$ cat src/rtl/jk_cmd_sequencer.sv
// rtl/jk_cmd_sequencer.sv - command FIFO and replay sequencer driving a JK flip-flop
//
// Purpose: accepts HOLD/RESET/SET/TOGGLE commands with a repeat count over a
// valid/ready handshake, buffers them in a DEPTH-entry FIFO and replays each
// as a registered j/k pair for cnt+1 clock cycles, back to back with no bubble.
//
// Optional feature macro: JK_SHADOW_CHECK_EN
//   defined   : shadow model of the driven flop's q (exp_q) plus a sticky
//               divergence flag (mismatch) once the flop state is known.
//   undefined : exp_q and mismatch tied 0, q_fb ignored.
//
// Ports:
//   clk        rising-edge clock
//   rst        synchronous, active-high reset
//   cmd_valid  command present
//   cmd_ready  FIFO can accept a command
//   cmd_op     00 HOLD, 01 RESET, 10 SET, 11 TOGGLE
//   cmd_cnt    repeat count; command driven for cmd_cnt+1 cycles
//   j, k       registered drive to the downstream flop
//   busy       command being issued or FIFO non-empty
//   fifo_count entries currently held
//   q_fb       q fed back from the driven flop
//   exp_q      shadow q
//   mismatch   sticky divergence flag

module jk_cmd_sequencer #(
    parameter int DEPTH = 4,
    parameter int CNT_W = 4
) (
    input  logic                     clk,
    input  logic                     rst,
    input  logic                     cmd_valid,
    output logic                     cmd_ready,
    input  logic [1:0]               cmd_op,
    input  logic [CNT_W-1:0]         cmd_cnt,
    output logic                     j,
    output logic                     k,
    output logic                     busy,
    output logic [$clog2(DEPTH):0]   fifo_count,
    input  logic                     q_fb,
    output logic                     exp_q,
    output logic                     mismatch
);

    localparam int AW = $clog2(DEPTH);
    localparam int EW = 2 + CNT_W;
    localparam logic [AW:0] FULL_CNT = DEPTH[AW:0];

    typedef enum logic {
        IDLE  = 1'b0,
        ISSUE = 1'b1
    } state_t;

    // ------------------------------------------------------------------
    // Command FIFO: op and count stored together in one entry
    // ------------------------------------------------------------------
    logic [EW-1:0]    mem [DEPTH];
    logic [AW-1:0]    wr_ptr;
    logic [AW-1:0]    rd_ptr;
    logic [AW:0]      count;
    logic             push;
    logic             pop;
    logic             fifo_empty;
    logic [1:0]       head_op;
    logic [CNT_W-1:0] head_cnt;

    assign cmd_ready  = (count != FULL_CNT);
    assign push       = cmd_valid && cmd_ready;
    assign fifo_empty = (count == '0);
    assign fifo_count = count;
    assign {head_op, head_cnt} = mem[rd_ptr];

    always_ff @(posedge clk) begin
        if (push) begin
            mem[wr_ptr] <= {cmd_op, cmd_cnt};
        end
    end

    // Pointers are AW bits wide, so DEPTH being a power of two makes the
    // natural overflow the modulo-DEPTH wrap.
    always_ff @(posedge clk) begin
        if (rst) begin
            wr_ptr <= '0;
            rd_ptr <= '0;
            count  <= '0;
        end else begin
            if (push) begin
                wr_ptr <= wr_ptr + AW'(1);
            end
            if (pop) begin
                rd_ptr <= rd_ptr + AW'(1);
            end
            case ({push, pop})
                2'b10:   count <= count + (AW+1)'(1);
                2'b01:   count <= count - (AW+1)'(1);
                default: count <= count;
            endcase
        end
    end

    // ------------------------------------------------------------------
    // Issue FSM
    // ------------------------------------------------------------------
    state_t           state;
    state_t           state_nxt;
    logic [CNT_W-1:0] remaining;
    logic [CNT_W-1:0] remaining_nxt;
    logic             j_nxt;
    logic             k_nxt;

    always_ff @(posedge clk) begin
        if (rst) begin
            state     <= IDLE;
            remaining <= '0;
            j         <= 1'b0;
            k         <= 1'b0;
        end else begin
            state     <= state_nxt;
            remaining <= remaining_nxt;
            j         <= j_nxt;
            k         <= k_nxt;
        end
    end

    always_comb begin
        state_nxt     = state;
        remaining_nxt = remaining;
        j_nxt         = j;
        k_nxt         = k;
        pop           = 1'b0;
        case (state)
            IDLE: begin
                if (!fifo_empty) begin
                    pop           = 1'b1;
                    j_nxt         = head_op[1];
                    k_nxt         = head_op[0];
                    remaining_nxt = head_cnt;
                    state_nxt     = ISSUE;
                end else begin
                    j_nxt = 1'b0;
                    k_nxt = 1'b0;
                end
            end
            ISSUE: begin
                if (remaining != '0) begin
                    remaining_nxt = remaining - CNT_W'(1);
                end else if (!fifo_empty) begin
                    // Chain straight into the next command so the flop sees
                    // no idle cycle between consecutive commands.
                    pop           = 1'b1;
                    j_nxt         = head_op[1];
                    k_nxt         = head_op[0];
                    remaining_nxt = head_cnt;
                end else begin
                    state_nxt = IDLE;
                    j_nxt     = 1'b0;
                    k_nxt     = 1'b0;
                end
            end
            default: begin
                state_nxt = IDLE;
                j_nxt     = 1'b0;
                k_nxt     = 1'b0;
            end
        endcase
    end

    assign busy = (state == ISSUE) || !fifo_empty;

    // ------------------------------------------------------------------
    // Shadow model of the downstream flop
    // ------------------------------------------------------------------
`ifdef JK_SHADOW_CHECK_EN
    logic exp_q_r;
    logic synced;
    logic mismatch_r;

    // The flop samples the same registered j/k as this model on every edge,
    // so q_fb and exp_q should agree in every cycle once synced. Until a
    // RESET or SET pair has been sampled the flop's state is unknown and no
    // comparison is meaningful.
    always_ff @(posedge clk) begin
        if (rst) begin
            exp_q_r    <= 1'b0;
            synced     <= 1'b0;
            mismatch_r <= 1'b0;
        end else begin
            if (synced && (q_fb != exp_q_r)) begin
                mismatch_r <= 1'b1;
            end
            if (j ^ k) begin
                synced <= 1'b1;
            end
            case ({j, k})
                2'b01:   exp_q_r <= 1'b0;
                2'b10:   exp_q_r <= 1'b1;
                2'b11:   exp_q_r <= ~exp_q_r;
                default: exp_q_r <= exp_q_r;
            endcase
        end
    end

    assign exp_q    = exp_q_r;
    assign mismatch = mismatch_r;
`else
    logic unused_q_fb;

    assign unused_q_fb = q_fb;
    assign exp_q       = 1'b0;
    assign mismatch    = 1'b0;
`endif

endmodule

$ cat config.mk
export PLATFORM = sky130hd
export DESIGN_NAME = jk_cmd_sequencer
export DESIGN_NICKNAME = d
export VERILOG_FILES = /design/src/rtl/jk_cmd_sequencer.sv
export SDC_FILE = /design/constraint.sdc
export NUM_CORES = 1
export LEC_CHECK = 0
export CAP_MARGIN = 20
export CELL_PAD_IN_SITES_DETAIL_PLACEMENT = 1
export CELL_PAD_IN_SITES_GLOBAL_PLACEMENT = 1
export CORE_AREA = 8 8 69 71
export DETAILED_ROUTE_END_ITERATION = 16
export DIE_AREA = 0 0 77 79
export PLACE_DENSITY = 0.87
export SYNTH_ARGS = -nofsm -noshare
export SYNTH_HDL_FRONTEND = slang
export SYNTH_SLANG_ARGS = --single-unit
$ cat constraint.sdc
create_clock -name clk -period 4 [get_ports clk]
set_clock_uncertainty 0.2 [all_clocks]
set_input_delay 0.8 -clock clk [delete_from_list [all_inputs] [get_ports clk]]
set_output_delay 0.8 -clock clk [all_outputs]
set_load 0.02 [all_outputs]
==> report_table.html, run 1 <==
<table>
<tr><th>Metric</th><th>Value</th></tr>
<tr><th colspan="2">STA</th></tr>
<tr><td>Number of hold-slack violations in the final timing report</td><td>0</td></tr>
<tr><td>Total count of max-transition violations in the final report</td><td>0</td></tr>
<tr><td>Setup repair after global routing missed its margin</td><td>false</td></tr>
<tr><td>Final setup viols</td><td>0</td></tr>
<tr><td>Final critical path time including I/O delays and setup</td><td>2.83 ns</td></tr>
<tr><td>Worst-margin pin slew</td><td>roughly 0.69 ns</td></tr>
<tr><td>Maximum clock rate</td><td>354 MHz</td></tr>
<tr><td>Final period utilization</td><td>just over 70%</td></tr>
<tr><td>Worst slew margin relative to its limit</td><td>between 50% and 60%</td></tr>
<tr><td>Accumulated negative setup slack</td><td>0 ns</td></tr>
<tr><td>Min Hold Slack</td><td>0.301 ns</td></tr>
<tr><td>Final worst-path setup slack</td><td>1.17 ns</td></tr>
<tr><th colspan="2">Final layout</th></tr>
<tr><td>Syn-to-layout area delta</td><td>15.3%</td></tr>
<tr><td>End-of-flow core utilization</td><td>52.5%</td></tr>
<tr><td>Fill count</td><td>382</td></tr>
<tr><td>Count of inserted antenna diode cells</td><td>0</td></tr>
<tr><td>Final #Nets</td><td>159</td></tr>
<tr><td>Ratio of cells with drive above 1 in the final layout</td><td>between 10 and 15%</td></tr>
<tr><th colspan="2">Yosys</th></tr>
<tr><td>Most area-consuming cells after synthesis</td><td>sky130_fd_sc_hd__edfxtp_1 42%, sky130_fd_sc_hd__dfxtp_1 19%, sky130_fd_sc_hd__mux4_2 6.5%</td></tr>
<tr><td>FF+latch count, synth</td><td>40</td></tr>
<tr><td>Number of unique standard cell types used by synthesis</td><td>37</td></tr>
<tr><td>Count of flip-flops with a built-in enable after synthesis</td><td>24</td></tr>
<tr><td>Most instantiated cells after synthesis</td><td>24 x sky130_fd_sc_hd__edfxtp_1, 16 x sky130_fd_sc_hd__dfxtp_1, 12 x sky130_fd_sc_hd__nor2_1</td></tr>
<tr><td>Cell type contributing the most total cell area after synthesis</td><td>sky130_fd_sc_hd__edfxtp_1</td></tr>
<tr><td>Post-synthesis instance area</td><td>0.00173 mm2</td></tr>
<tr><td>Mean cell area of the mapped netlist</td><td>13.8 um2</td></tr>
<tr><td>YS warnings</td><td>0</td></tr>
<tr><td>Post-synthesis cell count</td><td>125</td></tr>
<tr><td>Share of synthesized flip-flops with an asynchronous set or reset</td><td>0%</td></tr>
<tr><td>Most used DFF post-synth</td><td>sky130_fd_sc_hd__edfxtp_1</td></tr>
<tr><td>Most common cell in the synthesized netlist</td><td>sky130_fd_sc_hd__edfxtp_1</td></tr>
<tr><td>Portion of synthesized cell area occupied by the leading cell type</td><td>41.6%</td></tr>
<tr><td>Sequential cell area fraction in the yosys report</td><td>60.2%</td></tr>
<tr><th colspan="2">GRT</th></tr>
<tr><td>Number of antenna violations at the first check in global routing</td><td>0</td></tr>
<tr><td>Overflow left after global routing</td><td>0</td></tr>
<tr><td>Global-route wire length before repair</td><td>5.99 mm</td></tr>
<tr><td>Maximum number of pins on one net before global-route repair</td><td>19</td></tr>
<tr><td>Via count of the first global-routing pass</td><td>1186</td></tr>
<tr><td>Global-route total usage across every layer</td><td>13.0%</td></tr>
<tr><th colspan="2">Clock network</th></tr>
<tr><td>Clock Latency Late Sink</td><td>0.30 ns</td></tr>
<tr><td>Quantity of gates resized following cts</td><td>0</td></tr>
<tr><td>Master cell of the clock root buffer</td><td>sky130_fd_sc_hd__clkbuf_8</td></tr>
<tr><td>Bufs on Longest Clock Path</td><td>2</td></tr>
<tr><td>H-Tree Depth</td><td>2</td></tr>
<tr><td>Post-CTS clock slew at the launch and capture registers of the worst setup and hold paths</td><td>0.08 ns</td></tr>
<tr><td>Hold buffer count at CTS</td><td>0</td></tr>
<tr><td>Post-CTS setup repair buffer count</td><td>0</td></tr>
<tr><td>Clock sink count</td><td>40</td></tr>
<tr><td>TritonCTS clock tree</td><td>built</td></tr>
<tr><td>TritonCTS buffer count</td><td>5</td></tr>
<tr><th colspan="2">Critical path</th></tr>
<tr><td>Series of cell instances along the critical path</td><td>or3b_2 &gt; clkdlybuf4s50_1</td></tr>
<tr><td>Required time at the endpoint of the critical path</td><td>3.00 ns</td></tr>
<tr><td>Highest-delay cell along the critical path</td><td>sky130_fd_sc_hd__clkdlybuf4s50_1</td></tr>
<tr><td>Crit path capture type</td><td>output pin</td></tr>
<tr><td>Data arrival time of the critical path</td><td>1.83 ns</td></tr>
<tr><td>Nature of the critical path startpoint</td><td>register</td></tr>
<tr><td>Maximum fanout encountered on the critical timing path</td><td>6</td></tr>
<tr><td>Delay contributed by the slowest stage of the critical path</td><td>0.57 ns</td></tr>
<tr><td>Start-to-end type of the worst setup path</td><td>reg2out</td></tr>
<tr><td>Buf+Inv Stages, Crit Path</td><td>1</td></tr>
<tr><td>Critical path's top delay family</td><td>buffers and inverters</td></tr>
<tr><th colspan="2">Placed design</th></tr>
<tr><td>Worst setup slack after placement</td><td>1.05 ns</td></tr>
<tr><td>Post-DP HPWL</td><td>~2.6 mm</td></tr>
<tr><td>Global placement routability congestion</td><td>0.761</td></tr>
<tr><td>Input/output buffers</td><td>15</td></tr>
<tr><th colspan="2">Route</th></tr>
<tr><td>Post-detailed-routing wire length</td><td>approximately 3.7 mm</td></tr>
<tr><td>Routed wire per std cell</td><td>19.0 um</td></tr>
<tr><td>Remaining routing DRC violations</td><td>0</td></tr>
<tr><td>Post-route ant nets</td><td>0</td></tr>
<tr><td>Count of TritonRoute iterations in the first routing pass</td><td>4</td></tr>
<tr><td>Via count</td><td>1018</td></tr>
<tr><td>DR iter-0 viols</td><td>51</td></tr>
<tr><td>Average vias per placed instance</td><td>about 5.3</td></tr>
<tr><th colspan="2">Run status</th></tr>
<tr><td>Status</td><td>complete, no violations</td></tr>
<tr><th colspan="2">Floorplanning</th></tr>
<tr><td>Starting Density</td><td>around 46%</td></tr>
<tr><td>Number of core rows</td><td>23</td></tr>
<tr><td>Die height</td><td>a little under 80 um</td></tr>
<tr><td>Count of boundary I/O pins</td><td>19</td></tr>
<tr><td>Floorplan die area</td><td>between 0.006 and 0.007 mm2</td></tr>
<tr><td>Standard cell core area</td><td>0.00380 mm2</td></tr>
<tr><td>Width of the die</td><td>77 um</td></tr>
<tr><th colspan="2">Pwr</th></tr>
<tr><td>Peak VDD IR</td><td>0.263 mV</td></tr>
<tr><td>Static Leakage</td><td>0.000708 uW</td></tr>
<tr><td>Overall power of the completed layout</td><td>1380 uW</td></tr>
<tr><td>Power density relative to cell area</td><td>between 600 and 700 mW/mm2</td></tr>
<tr><th colspan="2">Flow run</th></tr>
<tr><td>Maximum Capacitance Violations</td><td>0</td></tr>
<tr><th colspan="2">Min path</th></tr>
<tr><td>Type of the most critical hold path</td><td>reg2reg</td></tr>
</table>
[worst reg2reg max path: stages, from the launching register on]
cell and delay [ns]:
sky130_fd_sc_hd__dfxtp_1 0.34, sky130_fd_sc_hd__inv_1 0.09, sky130_fd_sc_hd__ha_1 0.15, sky130_fd_sc_hd__or3b_4 0.40
sky130_fd_sc_hd__a21oi_2 0.30, sky130_fd_sc_hd__ha_1 0.25, sky130_fd_sc_hd__inv_1 0.06, sky130_fd_sc_hd__fa_1 0.37
sky130_fd_sc_hd__xor2_1 0.16, sky130_fd_sc_hd__or3_1 0.30, sky130_fd_sc_hd__a21oi_1 0.14
[area by class of cell]
class	count	area, um2	area share [%]
Clock inverter	3	37.5	1.88
Multi-Input combinational cell	70	601	30.1
Timing Repair Buffer	15	150	7.53
Sequential cell	40	1040	52.2
Tap cell	50	62.6	3.14
Clock buffer	5	68.8	3.45
Inverter	9	33.8	1.69
[cells by family (layout without fill, tap and decap cells)]
| logic type | after synthesis | count (layout) | share of synthesized area, % |
|---|---|---|---|
| buffers and inverters | 16 | 32 | 5.35 |
| and+or+nand+nor | 30 | 30 | 9.76 |
| DFF | 40 | 40 | 60.2 |
| other | 1 | 2 | 0.217 |
| xor gates and xnor gates | 5 | 5 | 2.53 |
| muxes | 8 | 8 | 9.18 |
| adders and majority gates | 8 | 8 | 6.22 |
| AOI/OAI and AO/OA | 17 | 17 | 6.58 |
[through the flow]
| stage | cell area (um2) | instances |
|---|---|---|
| 6_report | 1990 | 192 |
| 5_1_grt | 1990 | 192 |
| 4_1_cts | 1990 | 192 |
| 3_5_place_dp | 1890 | 184 |
| 3_3_place_gp | 1890 | 184 |
| 2_1_floorplan | 1730 | 126 |
[layout by cell type (no fill, tap or decap), drive strengths merged, types with 2 or more instances in the layout]
cell           netlist  routed
a211oi               3       3
a21oi                5       5
a22oi                2       2
and3                 4       4
clkbuf               3       5
clkdlybuf4s50        0      15
clkinv               0       2
conb                 1       2
dfxtp               16      16
edfxtp              24      24
ha                   7       7
inv                  9       9
mux2i                2       2
mux4                 6       6
nand2                3       3
nor2                12      12
nor3                 2       2
nor3b                2       2
o21ai                2       2
or3                  2       2
or3b                 2       2
xnor2                3       3
xor2                 2       2
[per-layer routing]
metal,wire [um],track usage [%]
met5,0,0
met1,1420,12.5
met3,145,4.29
met4,79,6.23
met2,2010,24.6
[power by group]
group,internal (uW),switching [uW]
combinational,218,243
clock,182,139
sequential,519,77.5
[registers in the layout, indices dropped and copies added (netlist names), named ones only]
signal and count:
wr_ptr 2, remaining 4, state 1, k 1, fifo_count 3, mem 24
j 1, rd_ptr 2
[worst paths after layout]
| kind | end | start | cells past startpoint | slack (ns) |
|---|---|---|---|---|
| setup / recovery | cmd_ready | fifo_count[2] | 2 | 1.17 |
| hold / removal | remaining[2] | remaining[2] | 2 | 0.30 |
| setup reg to reg | fifo_count[2] | remaining[0] | 10 | 1.17 |
| hold reg to reg | remaining[2] | remaining[2] | 2 | 0.30 |
Note: power is estimated with default switching activity, not from simulation.
==> run 2: changes to the inputs <==
Settings changed: CORE_AREA 8 8 69 71 to 8 8 72 74, DIE_AREA 0 0 77 79 to 0 0 80 82, PLACE_DENSITY 0.87 to 0.8.
Clock period 4 ns to 2.7 ns, I/O delays scaled along.
==> run 2 against run 1 <==
Global-route usage is 1.5 points lower. First-iteration DRC count down 45%. Critical path depth is 8 higher. Wire length shrank 1.3%. Sequential power is 49% higher. Count of clock-buffer cells in the layout rose by 2. Total power rose by 46%. Largest cell class unchanged. Clock power rose by 15%. Worst setup slack lost 1.1 ns. Core utilization fell by 3.7 points. Non-clock buffer count grew 3. Flip-flop and latch count is the same.
==> report_table.html, run 2 (same netlist as run 1, synthesis figures left out) <==
<table>
<tr><th>Metric</th><th>Value</th></tr>
<tr><th colspan="2">Final layout</th></tr>
<tr><td>Largest Register</td><td>mem</td></tr>
<tr><td>Syn-to-layout area delta</td><td>16.8%</td></tr>
<tr><td>Max FFs per register</td><td>24</td></tr>
<tr><td>Most used cells in the layout excluding fill and tap cells</td><td>24 x sky130_fd_sc_hd__edfxtp_1, 15 x sky130_fd_sc_hd__dfxtp_1, 15 x sky130_fd_sc_hd__clkdlybuf4s50_1, 12 x sky130_fd_sc_hd__nor2_1, 8 x sky130_fd_sc_hd__inv_1</td></tr>
<tr><td>Fill count</td><td>427</td></tr>
<tr><td>Count of inserted antenna diode cells</td><td>0</td></tr>
<tr><td>Multi-input combinational cell area</td><td>627 um2</td></tr>
<tr><td>Final standard cell area without fillers</td><td>0.00202 mm2</td></tr>
<tr><td>Flip-flop and latch area</td><td>around 0.0010 mm2</td></tr>
<tr><td>Final #Nets</td><td>162</td></tr>
<tr><td>Ratio of cells with drive above 1 in the final layout</td><td>around 14%</td></tr>
<tr><td>Most common cell after layout, fill and taps aside</td><td>sky130_fd_sc_hd__edfxtp_1</td></tr>
<tr><th colspan="2">Critical path</th></tr>
<tr><td>Highest-delay cell along the critical path</td><td>sky130_fd_sc_hd__or3b_4</td></tr>
<tr><td>Maximum fanout encountered on the critical timing path</td><td>4</td></tr>
<tr><td>Required time at the endpoint of the critical path</td><td>2.71 ns</td></tr>
<tr><td>Nature of the critical path startpoint</td><td>register</td></tr>
<tr><td>Crit Reg-Reg Startpoint</td><td>remaining[0]</td></tr>
<tr><td>Crit path capture type</td><td>register</td></tr>
<tr><td>Delay contributed by the slowest stage of the critical path</td><td>0.41 ns</td></tr>
<tr><td>Worst setup path start</td><td>remaining[0]</td></tr>
<tr><td>Critical path's top delay family</td><td>simple AND/OR/NAND/NOR gates</td></tr>
<tr><td>Start-to-end type of the worst setup path</td><td>reg2reg</td></tr>
<tr><td>Buf+Inv Stages, Crit Path</td><td>2</td></tr>
<tr><td>Data arrival time of the critical path</td><td>approximately 2.7 ns</td></tr>
<tr><td>Series of cell instances along the critical path</td><td>inv_2 &gt; ha_1 &gt; or3b_4 &gt; a21oi_4 &gt; ha_4 &gt; inv_1 &gt; fa_1 &gt; xor2_1 &gt; or3_1 &gt; a21oi_1</td></tr>
<tr><th colspan="2">Clock network</th></tr>
<tr><td>H-Tree Depth</td><td>2</td></tr>
<tr><td>Bufs on Longest Clock Path</td><td>2</td></tr>
<tr><td>TritonCTS clock tree</td><td>built</td></tr>
<tr><td>Post-CTS setup repair buffer count</td><td>0</td></tr>
<tr><td>Master cell of the clock root buffer</td><td>sky130_fd_sc_hd__clkbuf_8</td></tr>
<tr><td>Clock Latency Late Sink</td><td>0.28 ns</td></tr>
<tr><td>Post-CTS clock slew at the launch and capture registers of the worst setup and hold paths</td><td>approximately 0.070 ns</td></tr>
<tr><td>Clock sink count</td><td>40</td></tr>
<tr><td>TritonCTS buffer count</td><td>5</td></tr>
<tr><th colspan="2">Route</th></tr>
<tr><td>Routed wire per std cell</td><td>roughly 18 um</td></tr>
<tr><td>Post-detailed-routing wire length</td><td>3.61 mm</td></tr>
<tr><td>Average vias per placed instance</td><td>5.26</td></tr>
<tr><td>Remaining routing DRC violations</td><td>0</td></tr>
<tr><td>Via count</td><td>1036</td></tr>
<tr><td>DR iter-0 viols</td><td>28</td></tr>
<tr><td>Count of TritonRoute iterations in the first routing pass</td><td>4</td></tr>
<tr><td>Post-route ant nets</td><td>0</td></tr>
<tr><th colspan="2">GRT</th></tr>
<tr><td>Overflow left after global routing</td><td>0</td></tr>
<tr><td>Global-route total usage across every layer</td><td>a little under an eighth</td></tr>
<tr><td>Number of antenna violations at the first check in global routing</td><td>0</td></tr>
<tr><td>Maximum number of pins on one net before global-route repair</td><td>13</td></tr>
<tr><td>Via count of the first global-routing pass</td><td>1159</td></tr>
<tr><td>Global-route wire length before repair</td><td>between 5 and 6 mm</td></tr>
<tr><th colspan="2">Floorplanning</th></tr>
<tr><td>Starting Density</td><td>41.8%</td></tr>
<tr><td>Count of boundary I/O pins</td><td>19</td></tr>
<tr><td>Number of core rows</td><td>24</td></tr>
<tr><td>Die height</td><td>82 um</td></tr>
<tr><td>Floorplan die area</td><td>between 0.006 and 0.007 mm2</td></tr>
<tr><td>Width of the die</td><td>80 um</td></tr>
<tr><td>Standard cell core area</td><td>0.00414 mm2</td></tr>
<tr><th colspan="2">Placed design</th></tr>
<tr><td>Post-DP HPWL</td><td>about 2.6 mm</td></tr>
<tr><td>Standard cell area after detailed placement</td><td>0.00191 mm2</td></tr>
<tr><td>Input/output buffers</td><td>15</td></tr>
<tr><td>Worst setup slack after placement</td><td>-0.00560 ns</td></tr>
<tr><td>Global placement routability congestion</td><td>around 0.75</td></tr>
<tr><th colspan="2">Flow run</th></tr>
<tr><td>Maximum Capacitance Violations</td><td>0</td></tr>
<tr><th colspan="2">Pwr</th></tr>
<tr><td>P_int</td><td>between 1000 and 1500 uW</td></tr>
<tr><td>Proportion of power drawn by combinational gates</td><td>a little under two fifths</td></tr>
<tr><td>Static Leakage</td><td>0.000713 uW</td></tr>
<tr><td>Clock group share of total power</td><td>a little under a fifth</td></tr>
<tr><td>Sequential power share</td><td>44.2%</td></tr>
<tr><td>Net Sw Frac</td><td>34.5%</td></tr>
<tr><td>Power density relative to cell area</td><td>996 mW/mm2</td></tr>
<tr><td>Peak VDD IR</td><td>0.477 mV</td></tr>
<tr><td>Sw Pwr</td><td>a little under 700 uW</td></tr>
<tr><th colspan="2">Min path</th></tr>
<tr><td>Hold_sp</td><td>remaining[2]</td></tr>
<tr><td>Type of the most critical hold path</td><td>reg2reg</td></tr>
<tr><th colspan="2">STA</th></tr>
<tr><td>Total count of max-transition violations in the final report</td><td>0</td></tr>
<tr><td>Maximum clock rate</td><td>approximately 380 MHz</td></tr>
<tr><td>Final critical path time including I/O delays and setup</td><td>2.64 ns</td></tr>
<tr><td>Final worst-path setup slack</td><td>roughly 0.063 ns</td></tr>
<tr><td>Final setup viols</td><td>0</td></tr>
<tr><td>Number of hold-slack violations in the final timing report</td><td>0</td></tr>
<tr><td>Accumulated negative setup slack</td><td>0 ns</td></tr>
<tr><td>Final period utilization</td><td>97.7%</td></tr>
<tr><th colspan="2">Run status</th></tr>
<tr><td>Status</td><td>complete, no violations</td></tr>
</table>
==> run 2: changes by cell type in the layout (fill, tap and decap cells not counted), sizes merged <==
cell	previous run	this run
clkinv	2	1
bufinv	1	0
buf	0	3
clkbuf	5	7
==> run 2: metrics by stage <==
stage / utilization, % / power [uW] / std cells / hold slack, ns
floorplan: - / 1370 / 126 / 0.250
global placement: 46.2 / 1540 / 189 / 0.269
detailed placement: 46.2 / 1620 / 189 / 0.283
CTS: 48.4 / 2010 / 197 / 0.294
global route: 48.8 / 2120 / 197 / 0.313
finish: 48.8 / 2010 / 197 / 0.291
==> run 2: final cells by class <==
class                           count  area share (%)
Clock buffer                        7            3.78
Clock inverter                      1           0.186
Inverter                            9            1.67
Multi-Input combinational cell     70            31.0
Sequential cell                    40            51.6
Tap cell                           52            3.22
Timing Repair Buffer               18            8.54
==> run 2: final timing paths <==
check        slack [ns]       endpoint  cells after the start
max                0.06  fifo_count[2]                     10
min reg2reg        0.29   remaining[2]                      2
min                0.29   remaining[2]                      2
max reg2reg        0.06  fifo_count[2]                     10
==> run 2: power groups by stage <==
stage	clock network (uW)	logic [uW]	registers (uW)
global placement	0	662	881
global route	404	807	907
finish	369	753	890
floorplan	0	500	873
CTS	383	738	886
detailed placement	0	719	896
==> run 2: repair_timing <==
action                     in CTS  in global routing
pin swaps                       0                  1
hold buffers                    0                  0
setup endpoints to repair       1                  2
gates resized for setup         3                  2
==> run 2: layer usage <==
layer | global-route usage (%) | up-vias | share of wire, %
li1 | - | 490 | -
met1 | 11.2 | 518 | 41
met2 | 21.3 | 22 | 53
met3 | 3.72 | 6 | 4.6
met4 | 6.00 | 0 | 1.9
met5 | 0 | - | 0
==> run 2: worst register-to-register path, delay by kind of cell, from the launching register on <==
kind                     cells  cell delay (ns)
AO/OA/AOI/OAI                2             0.32
XOR/XNOR                     1             0.16
adder cells (fa/ha/maj)      3             0.66
buffers and inverters        2             0.13
flip-flops                   1             0.36
AND/OR/NAND/NOR              2             0.73
==> run 3: changes to the inputs <==
--- a/config.mk
+++ b/config.mk
@@ -10,6 +10,7 @@
 export CELL_PAD_IN_SITES_GLOBAL_PLACEMENT = 1
-export CORE_AREA = 8 8 72 74
+export CORE_AREA = 8 8 74 76
+export CTS_BUF_LIST = sky130_fd_sc_hd__clkbuf_16
 export DETAILED_ROUTE_END_ITERATION = 16
-export DIE_AREA = 0 0 80 82
-export PLACE_DENSITY = 0.8
+export DIE_AREA = 0 0 82 84
+export PLACE_DENSITY = 0.79
 export SYNTH_ARGS = -nofsm -noshare
==> constraint.sdc (replaced) <==
create_clock -name clk -period 2.2 [get_ports clk]
set_clock_uncertainty 0.2 [all_clocks]
set_input_delay 0.44 -clock clk [delete_from_list [all_inputs] [get_ports clk]]
set_output_delay 0.44 -clock clk [all_outputs]
set_load 0.1 [all_outputs]
==> run 3 against run 2 <==
Sequential share of layout area is 7.6 points lower. Flip-flop and latch count did not move. Core utilization up 7.3 points. Combinational power is 120% higher. Worst setup slack got worse by 0.40 ns. Highest routed layer unchanged. The flow now finishes with violations (setup timing). Clock power is 120% higher. Die area grew 5.0%. Critical path depth did not move. Wire length grew 14%. Largest power group is now combinational cells. Cell area is 18% higher. Count of clock-buffer cells in the layout shrank 2.
==> report_table.html, run 3 (same netlist as run 1, synthesis figures left out) <==
<table>
<tr><th>Metric</th><th>Value</th></tr>
<tr><th colspan="2">Critical path</th></tr>
<tr><td>Nature of the critical path startpoint</td><td>register</td></tr>
<tr><td>Delay contributed by the slowest stage of the critical path</td><td>between 0.3 and 0.4 ns</td></tr>
<tr><td>Highest-delay cell along the critical path</td><td>sky130_fd_sc_hd__or3b_4</td></tr>
<tr><td>Maximum fanout encountered on the critical timing path</td><td>2</td></tr>
<tr><td>Required time at the endpoint of the critical path</td><td>2.20 ns</td></tr>
<tr><td>Data arrival time of the critical path</td><td>approximately 2.5 ns</td></tr>
<tr><td>Start-to-end type of the worst setup path</td><td>reg2reg</td></tr>
<tr><td>Series of cell instances along the critical path</td><td>inv_2 &gt; ha_4 &gt; or3b_4 &gt; a21oi_4 &gt; ha_4 &gt; inv_2 &gt; fa_2 &gt; xor2_2 &gt; or3_1 &gt; a21oi_1</td></tr>
<tr><td>Crit path capture type</td><td>register</td></tr>
<tr><th colspan="2">Route</th></tr>
<tr><td>Count of TritonRoute iterations in the first routing pass</td><td>4</td></tr>
<tr><td>Remaining routing DRC violations</td><td>0</td></tr>
<tr><td>DR iter-0 viols</td><td>65</td></tr>
<tr><td>Via count</td><td>1148</td></tr>
<tr><td>Routed wire per std cell</td><td>18.4 um</td></tr>
<tr><td>Average vias per placed instance</td><td>5.13</td></tr>
<tr><td>Post-detailed-routing wire length</td><td>4.11 mm</td></tr>
<tr><td>Post-route ant nets</td><td>0</td></tr>
<tr><th colspan="2">Final layout</th></tr>
<tr><td>Most common cell after layout, fill and taps aside</td><td>sky130_fd_sc_hd__buf_4</td></tr>
<tr><td>Largest Register</td><td>mem</td></tr>
<tr><td>Fill count</td><td>418</td></tr>
<tr><td>Flip-flop and latch area</td><td>0.00105 mm2</td></tr>
<tr><td>Syn-to-layout area delta</td><td>38.2%</td></tr>
<tr><td>Ratio of cells with drive above 1 in the final layout</td><td>41.9%</td></tr>
<tr><td>Count of inserted antenna diode cells</td><td>0</td></tr>
<tr><td>Most used cells in the layout excluding fill and tap cells</td><td>35 x sky130_fd_sc_hd__buf_4, 24 x sky130_fd_sc_hd__edfxtp_1, 11 x sky130_fd_sc_hd__nor2_1, 11 x sky130_fd_sc_hd__dfxtp_1, 8 x sky130_fd_sc_hd__clkdlybuf4s50_1</td></tr>
<tr><td>Multi-input combinational cell area</td><td>689 um2</td></tr>
<tr><td>Max FFs per register</td><td>24</td></tr>
<tr><td>Final #Nets</td><td>189</td></tr>
<tr><th colspan="2">Placed design</th></tr>
<tr><td>Post-DP HPWL</td><td>2.61 mm</td></tr>
<tr><td>Worst setup slack after placement</td><td>-0.351 ns</td></tr>
<tr><td>Input/output buffers</td><td>15</td></tr>
<tr><td>Global placement routability congestion</td><td>0.779</td></tr>
<tr><th colspan="2">Clock network</th></tr>
<tr><td>Post-CTS clock slew at the launch and capture registers of the worst setup and hold paths</td><td>0.06 ns</td></tr>
<tr><td>H-Tree Depth</td><td>2</td></tr>
<tr><td>Clock sink count</td><td>40</td></tr>
<tr><td>Hold buffer count at CTS</td><td>0</td></tr>
<tr><td>TritonCTS buffer count</td><td>5</td></tr>
<tr><td>Bufs on Longest Clock Path</td><td>2</td></tr>
<tr><td>TritonCTS clock tree</td><td>built</td></tr>
<tr><td>Clock Latency Late Sink</td><td>0.28 ns</td></tr>
<tr><td>Master cell of the clock root buffer</td><td>sky130_fd_sc_hd__clkbuf_16</td></tr>
<tr><th colspan="2">Flow run</th></tr>
<tr><td>Maximum Capacitance Violations</td><td>0</td></tr>
<tr><th colspan="2">STA</th></tr>
<tr><td>Final period utilization</td><td>115%</td></tr>
<tr><td>Setup repair after global routing missed its margin</td><td>true</td></tr>
<tr><td>Final worst-path setup slack</td><td>-0.335 ns</td></tr>
<tr><td>Maximum clock rate</td><td>394 MHz</td></tr>
<tr><td>Total count of max-transition violations in the final report</td><td>0</td></tr>
<tr><td>Number of hold-slack violations in the final timing report</td><td>0</td></tr>
<tr><td>Final setup viols</td><td>2</td></tr>
<tr><td>Final critical path time including I/O delays and setup</td><td>2.54 ns</td></tr>
<tr><th colspan="2">Min path</th></tr>
<tr><td>Type of the most critical hold path</td><td>reg2reg</td></tr>
<tr><th colspan="2">GRT</th></tr>
<tr><td>Global-route total usage across every layer</td><td>roughly an eighth</td></tr>
<tr><td>Maximum number of pins on one net before global-route repair</td><td>14</td></tr>
<tr><td>Overflow left after global routing</td><td>0</td></tr>
<tr><td>Via count of the first global-routing pass</td><td>1309</td></tr>
<tr><td>Number of antenna violations at the first check in global routing</td><td>0</td></tr>
<tr><td>Global-route wire length before repair</td><td>6.75 mm</td></tr>
<tr><th colspan="2">Floorplanning</th></tr>
<tr><td>Starting Density</td><td>40.6%</td></tr>
<tr><td>Width of the die</td><td>82 um</td></tr>
<tr><td>Floorplan die area</td><td>just under 0.007 mm2</td></tr>
<tr><td>Count of boundary I/O pins</td><td>19</td></tr>
<tr><td>Number of core rows</td><td>24</td></tr>
<tr><td>Die height</td><td>84 um</td></tr>
<tr><td>Standard cell core area</td><td>0.00426 mm2</td></tr>
<tr><th colspan="2">Run status</th></tr>
<tr><td>Violated checks</td><td>setup timing</td></tr>
<tr><td>Status</td><td>complete, but fails checks</td></tr>
<tr><th colspan="2">Pwr</th></tr>
<tr><td>Static Leakage</td><td>0.000913 uW</td></tr>
<tr><td>Power density relative to cell area</td><td>1470 mW/mm2</td></tr>
<tr><td>Peak VDD IR</td><td>about 1.2 mV</td></tr>
<tr><td>Overall power of the completed layout</td><td>3520 uW</td></tr>
</table>
[run 3: changes by cell type in the layout (fill, tap and decap cells not counted), sizes merged]
cell,previous run,this run
buf,3,37
clkdlybuf4s50,15,8
clkbuf,7,5
bufinv,0,1
clkinvlp,0,1
[run 3: repair_timing]
item | 4_1_cts | 5_1_grt
endpoints found under the setup margin | 2 | 4
gates resized for setup | 9 | 4
buffers inserted | 12 | 3
pin swaps | 2 | 1
[run 3: final timing paths]
kind                     start            end  slack, ns  cells after the start
setup / recovery  remaining[0]  fifo_count[2]      -0.34                     10
hold / removal       rd_ptr[0]      rd_ptr[0]       0.35                      2
setup reg to reg  remaining[0]  fifo_count[2]      -0.34                     10
hold reg to reg      rd_ptr[0]      rd_ptr[0]       0.35                      2
[run 3: layer usage]
layer	up-vias	part of all wire, %	GRT usage, %
li1	539	-	-
met1	578	40	14.5
met2	24	53	21.7
met3	7	4.6	4.31
met4	0	2.0	5.27
met5	-	0	0
[run 3: layout make-up]
cell class | instances | share of cell area, %
Clock buffer | 5 | 5.23
Multi-Input combinational cell | 70 | 28.8
Sequential cell | 40 | 44.0
Clock inverter | 3 | 1.78
Tap cell | 52 | 2.72
Inverter | 9 | 1.41
Timing Repair Buffer | 45 | 16.0
[run 3: per-stage QoR]
| step | area, um2 | cells | setup TNS (ns) | hold WS [ns] | utilization, % |
|---|---|---|---|---|---|
| 2_1_floorplan | 1800 | 126 | -0.591 | 0.250 | - |
| 3_3_place_gp | 2080 | 204 | -0.351 | 0.311 | 48.7 |
| 3_5_place_dp | 2080 | 204 | -0.521 | 0.320 | 48.7 |
| 4_1_cts | 2370 | 224 | -0.499 | 0.352 | 55.6 |
| 5_1_grt | 2390 | 224 | -0.643 | 0.377 | 56.1 |
| 6_report | 2390 | 224 | -0.515 | 0.346 | 56.1 |
[run 3: report_power, final]
part           switching [uW]  leakage (uW)  internal (uW)
Clock                     283     0.0000798            532
Sequential                106      0.000354            953
Combinational             923      0.000479            724
Total                    1310      0.000913           2210
[run 3: worst max-delay path: cells and delay by family (launching register included)]
| family | cells | cell delay, ns |
|---|---|---|
| and+or+nand+nor | 2 | 0.70 |
| buffers and inverters | 2 | 0.12 |
| AOI/OAI and AO/OA | 2 | 0.32 |
| xor gates and xnor gates | 1 | 0.16 |
| DFF | 1 | 0.32 |
| adders and majority gates | 3 | 0.64 |
